===== config.mk =====
export PLATFORM = sky130hd
export DESIGN_NAME = gelato_ibuffer
export DESIGN_NICKNAME = d
export VERILOG_FILES = /design/src/rtl/gelato_ibuffer.sv
export SDC_FILE = /design/constraint.sdc
export NUM_CORES = 2
export LEC_CHECK = 0
export CORE_MARGIN = 4
export CORE_UTILIZATION = 40
export CTS_BUF_LIST = sky130_fd_sc_hd__clkbuf_16
export CTS_CLUSTER_DIAMETER = 100
export DETAILED_ROUTE_END_ITERATION = 16
export DONT_BUFFER_PORTS = 1
export HOLD_SLACK_MARGIN = 0.12
export PLACE_DENSITY = 0.55
export SLEW_MARGIN = 20
export SYNTH_ARGS = -nofsm -noshare
export SYNTH_HDL_FRONTEND = slang
export SYNTH_MEMORY_MAX_BITS = 65536
export SYNTH_SLANG_ARGS = --single-unit

===== constraint.sdc =====
create_clock -name clk -period 7.7 [get_ports clk]
set_input_delay 1.54 -clock clk [delete_from_list [all_inputs] [get_ports clk]]
set_output_delay 1.54 -clock clk [all_outputs]
set_load 0.02 [all_outputs]

===== src/rtl/gelato_ibuffer.sv =====
// Per-warp FIFO instruction buffer between decode and issue, with fetch-slot
// reservation tracking for the fetch scheduler and per-warp flush.
module gelato_ibuffer #(
   parameter int unsigned WARP_NUM      = 32,
   parameter int unsigned WARP_ID_WIDTH = 5,
   parameter int unsigned DEPTH         = 2,
   parameter int unsigned INST_WIDTH    = 64
) (
   input  logic                     clk,
   input  logic                     rst,
   input  logic                     rdy,
   input  logic                     fskd_valid,
   input  logic [WARP_ID_WIDTH-1:0] fskd_warp_id,
   output logic [WARP_NUM-1:0]      buf_avail,
   input  logic                     dec_valid,
   input  logic [WARP_ID_WIDTH-1:0] dec_warp_id,
   input  logic [INST_WIDTH-1:0]    dec_inst,
   output logic                     dec_ready,
   output logic [WARP_NUM-1:0]      iss_valid,
   input  logic [WARP_ID_WIDTH-1:0] iss_warp_id,
   output logic [INST_WIDTH-1:0]    iss_inst,
   input  logic                     iss_pop,
   input  logic                     flush,
   input  logic [WARP_ID_WIDTH-1:0] flush_warp_id
);

   localparam int unsigned PTR_W = $clog2(DEPTH);
   localparam int unsigned CNT_W = $clog2(DEPTH + 1);
   localparam logic [CNT_W-1:0] CNT_MAX = CNT_W'(DEPTH);
   localparam logic [CNT_W-1:0] CNT_ONE = CNT_W'(1);
   localparam logic [CNT_W:0]   SUM_MAX = (CNT_W+1)'(DEPTH);
   localparam logic [PTR_W-1:0] PTR_ONE = PTR_W'(1);

   logic [PTR_W-1:0]      rd_ptr [WARP_NUM];
   logic [PTR_W-1:0]      wr_ptr [WARP_NUM];
   logic [CNT_W-1:0]      count  [WARP_NUM];
   logic [CNT_W-1:0]      resv   [WARP_NUM];
   logic [INST_WIDTH-1:0] mem    [WARP_NUM][DEPTH];

   logic push_ok, rsv_ok, pop_ok, fl_ok;
   logic [WARP_NUM-1:0] push_vec, rsv_vec, pop_vec, flush_vec;

   always_comb begin
      buf_avail = '0;
      iss_valid = '0;
      for (int unsigned w = 0; w < WARP_NUM; w++) begin
         buf_avail[w] = ({1'b0, count[w]} + {1'b0, resv[w]}) < SUM_MAX;
         iss_valid[w] = count[w] != '0;
      end
   end

   assign dec_ready = count[dec_warp_id] < CNT_MAX;
   assign iss_inst  = mem[iss_warp_id][rd_ptr[iss_warp_id]];

   assign push_ok = rdy && dec_valid && dec_ready;
   assign rsv_ok  = rdy && fskd_valid && buf_avail[fskd_warp_id];
   assign pop_ok  = rdy && iss_pop && iss_valid[iss_warp_id];
   assign fl_ok   = rdy && flush;

   always_comb begin
      push_vec  = '0;
      rsv_vec   = '0;
      pop_vec   = '0;
      flush_vec = '0;
      if (push_ok) push_vec[dec_warp_id]    = 1'b1;
      if (rsv_ok)  rsv_vec[fskd_warp_id]    = 1'b1;
      if (pop_ok)  pop_vec[iss_warp_id]     = 1'b1;
      if (fl_ok)   flush_vec[flush_warp_id] = 1'b1;
   end

   always_ff @(posedge clk) begin
      if (rst) begin
         for (int unsigned w = 0; w < WARP_NUM; w++) begin
            rd_ptr[w] <= '0;
            wr_ptr[w] <= '0;
            count[w]  <= '0;
            resv[w]   <= '0;
         end
      end else begin
         for (int unsigned w = 0; w < WARP_NUM; w++) begin
            if (flush_vec[w]) begin
               rd_ptr[w] <= '0;
               wr_ptr[w] <= '0;
               count[w]  <= '0;
               resv[w]   <= '0;
            end else begin
               if (push_vec[w]) wr_ptr[w] <= wr_ptr[w] + PTR_ONE;
               if (pop_vec[w])  rd_ptr[w] <= rd_ptr[w] + PTR_ONE;
               if (push_vec[w] && !pop_vec[w])
                  count[w] <= count[w] + CNT_ONE;
               else if (!push_vec[w] && pop_vec[w])
                  count[w] <= count[w] - CNT_ONE;
               // A same-cycle reservation is consumed by the push it
               // accompanies, which keeps count+resv within DEPTH.
               if (rsv_vec[w] && !push_vec[w])
                  resv[w] <= resv[w] + CNT_ONE;
               else if (push_vec[w] && !rsv_vec[w] && resv[w] != '0)
                  resv[w] <= resv[w] - CNT_ONE;
            end
         end
      end
   end

   always_ff @(posedge clk) begin
      for (int unsigned w = 0; w < WARP_NUM; w++) begin
         if (push_vec[w] && !flush_vec[w])
            mem[w][wr_ptr[w]] <= dec_inst;
      end
   end

   for (genvar g = 0; g < WARP_NUM; g++) begin : g_inv
      a_slot_bound: assert property (@(posedge clk) disable iff (rst)
         ({1'b0, count[g]} + {1'b0, resv[g]}) <= SUM_MAX);
   end

endmodule


==> impl_metrics.json <==
{
  "drc_errors": 0,
  "ys_warn_count": 0,
  "grt_pass1_vias": 85830,
  "die_h_um": 655.2,
  "post_synth.cell_area_avg_um2": 21.26,
  "avgViaCountPerCell": 6.291,
  "hold_start": "resv[1][0]$_SDFFCE_PN0P_",
  "layout_common_cells": "4,288 x edfxtp_1, 1,035 x mux4_2, 433 x clkbuf_16, 275 x inv_1, 261 x a22oi_1",
  "synth_seq_cells": 4288,
  "antenna_found_initial": 8,
  "synth_cell_types": 76,
  "timing.final.crit_share": 0.9454,
  "switching_share": 0.2136,
  "fin_crit_ps": 7279,
  "grt_overflow": 0,
  "port_buffers": 0,
  "hold_violations": 0,
  "grt_pass1_wl_um": 711100,
  "synth_edf_count": 4288,
  "report.final.slew_viol_count": 0,
  "cp-start-kind": "input port",
  "pwr_density_cell_mw_per_mm2": 253.1,
  "syn-num-nets": 8068,
  "crit_path_end_kind": "primary output",
  "multi_input_area_mm2": 0.03713,
  "synthFlopType": "edfxtp_1",
  "power.total_mw": 48.27,
  "critPathKind": "in -> out",
  "p_int_mw": 37.96,
  "p_leak_nw": 59.35,
  "final_core_util": 0.4575,
  "hold_class": "reg -> reg",
  "worstPathBufferInverterCount": 7,
  "max_freq_mhz": 137.4,
  "setup_viol": 0,
  "cts_tree": "yes",
  "area.growth.synth_to_final_pct": 13.83,
  "vias": 88320,
  "dp_hpwl_um": 252900,
  "status": "finished, final reports clean",
  "crit_start": "iss_warp_id[1]",
  "core_mm2": 0.4169,
  "cp_data_required_time_ps": 6160,
  "gp_congestion": 0.8598,
  "ios": 220,
  "hold_ws_ps": 561.5,
  "cts_resized": 0,
  "path_delay_family": "buffers and inverters",
  "die-width_um": 655.2,
  "drtPass1Iterations": 6,
  "cts_sinks": 4288,
  "slowest_stage": "buf_16",
  "irDropWorstVdd_v": 0.0002231,
  "yosysSeqAreaShare": 0.7685,
  "netlist_area_mm2": 0.1676,
  "std_cell_rows": 237,
  "crit_arrival_ps": 5740,
  "numCtsBuffers": 429,
  "wire_per_inst_um": 36.99,
  "start_util": 0.4019,
  "placedCellCount": 13250,
  "clockBufferDepth": 4,
  "comb_power_share": 0.048,
  "cts_hold_buf": 0,
  "routed_wl_um": 519300,
  "async_flop_share": 0,
  "cpPeakStageDelay_ps": 500,
  "fin_nets": 8371,
  "relSlewSlack": 0.1988,
  "worst_slew_pin_slew_ps": 1193,
  "drt_iter0_drc": 12270,
  "power_frac_seq": 0.535,
  "power.switching_mw": 10.31,
  "drive_gt1_frac": 0.2394,
  "cts_setup_buffers": 0,
  "grt_max_degree": 201,
  "synth_cells": 7881,
  "ant_nets": 0,
  "drv_cap": 0,
  "crit_chain": "buf_16 > buf_16 > buf_16 > buf_16 > buf_16 > mux4_2 > a22o_1 > a221oi_1 > buf_4 > a31oi_1 > buf_4",
  "crit_path_frequent_cell": "buf_16",
  "stdcell_count": 14040,
  "worstReg2RegStart": "count[22][1]$_SDFFCE_PP0P_",
  "htree_num_levels": 5,
  "path_clk_slew_ps": 60,
  "fillCellCount": 34560,
  "final_common_cell": "edfxtp_1",
  "grt_usage": 0.2385,
  "clkPwrFrac": 0.417,
  "seq_area_mm2": 0.1288,
  "rsz0062_at_grt": "false",
  "dieArea_mm2": 0.4293,
  "cts_root_buffer": "clkbuf_16",
  "clock_latency_ps": 980,
  "clock_skew_ps": 56.39,
  "cp_max_fo": 107
}
-- final cells by class --
type | instances | share of cell area
clock inverters | 352 | 0.01373
inverters | 183 | 0.003601
multi-input cells | 2988 | 0.1947
repair buffers | 294 | 0.01999
clock buffers | 433 | 0.05681
flip-flops and latches | 4288 | 0.6751
well taps | 5497 | 0.03606
diodes | 4 | 0.00005248
-- power by group through the flow --
stage | Sequential (mW) | Clock (mW) | Combinational, mW
4_1_cts | 25.8 | 20.5 | 2.35
3_3_place_gp | 26.3 | 0 | 2.33
5_1_grt | 25.8 | 21.5 | 2.44
6_report | 25.8 | 20.1 | 2.33
3_5_place_dp | 26.3 | 0 | 2.34
2_1_floorplan | 26.3 | 0 | 1.41
-- metrics by stage --
step	setup slack (ps)	cell area (um2)	TNS (ps)
finish	420.7	190700	0
global route	134.0	190700	0
CTS	23.91	190600	0
detailed placement	37.22	177200	0
global placement	-227.9	177000	-322.2
floorplan	-8.775	167800	-561.6
-- per-layer routing --
| metal | wire length (um) | GRT usage | part of all wire |
|---|---|---|---|
| met5 | 13 | 0 | 0.000025 |
| met4 | 15430 | 0.06585 | 0.030 |
| met3 | 45970 | 0.03806 | 0.089 |
| met2 | 244900 | 0.3772 | 0.47 |
| met1 | 213000 | 0.3452 | 0.41 |
-- final timing paths --
check                                                end  slack [ps]  cells after the start
worst min register to register  resv[1][0]$_SDFFCE_PN0P_         560                      1
worst max register to register     mem[19][12]$_DFFE_PP_        3550                      7
worst min-delay path            resv[1][0]$_SDFFCE_PN0P_         560                      1
worst max-delay path                        iss_inst[19]         420                     11
-- flip-flops by register name, indices dropped and copies added, names as in the netlist --
| name | count |
|---|---|
| count | 64 |
| wr_ptr | 32 |
| resv | 64 |
| rd_ptr | 32 |
| mem | 4096 |
-- cells by family (layout without fill, tap and decap cells) --
group | count (synthesis) | in the layout | synth area share
AO/OA/AOI/OAI | 701 | 701 | 0.03199
AND/OR/NAND/NOR | 1071 | 1071 | 0.03252
flip-flops | 4288 | 4288 | 0.7685
multiplexers | 1088 | 1088 | 0.1424
XOR/XNOR | 32 | 32 | 0.001673
buffers and inverters | 605 | 1262 | 0.01440
adder cells (fa/ha/maj) | 96 | 96 | 0.008602
other | 0 | 4 | 0
-- synth_stat cells (all sizes together), types with 7 or more instances --
master,count,area [um2]
edfxtp,4288,128800
mux4,1035,23310
nor2,266,998.5
a22oi,262,1981
clkbuf,246,923.4
nand2,187,701.9
inv,182,683.2
buf,176,802.0
nor3,173,865.8
a221oi,125,1095
a22o,124,1086
nand3,100,543.0
nand4,88,550.5
a31oi,67,419.2
a21oi,65,325.3
ha,64,800.8
or3,58,362.9
mux2i,45,450.4
nor4,42,290.3
or2,36,225.2
fa,32,640.6
nor3b,29,232.7
xnor2,29,254.0
o21ai,16,80.07
and3,14,87.58
nand2b,14,87.58
nand3b,13,97.59
and2,12,75.07
a211oi,9,67.56
mux2,8,93.83
or3b,8,70.07
or4,7,52.55
-- worst reg2reg max path, delay by kind of cell (launching register included) --
family                 cells  cell delay (ps)
AO/OA/AOI/OAI              1              210
buffers and inverters      2              780
flip-flops                 1              500
multiplexers               1              550
AND/OR/NAND/NOR            3             1680
(Power assumes the default switching activity.)
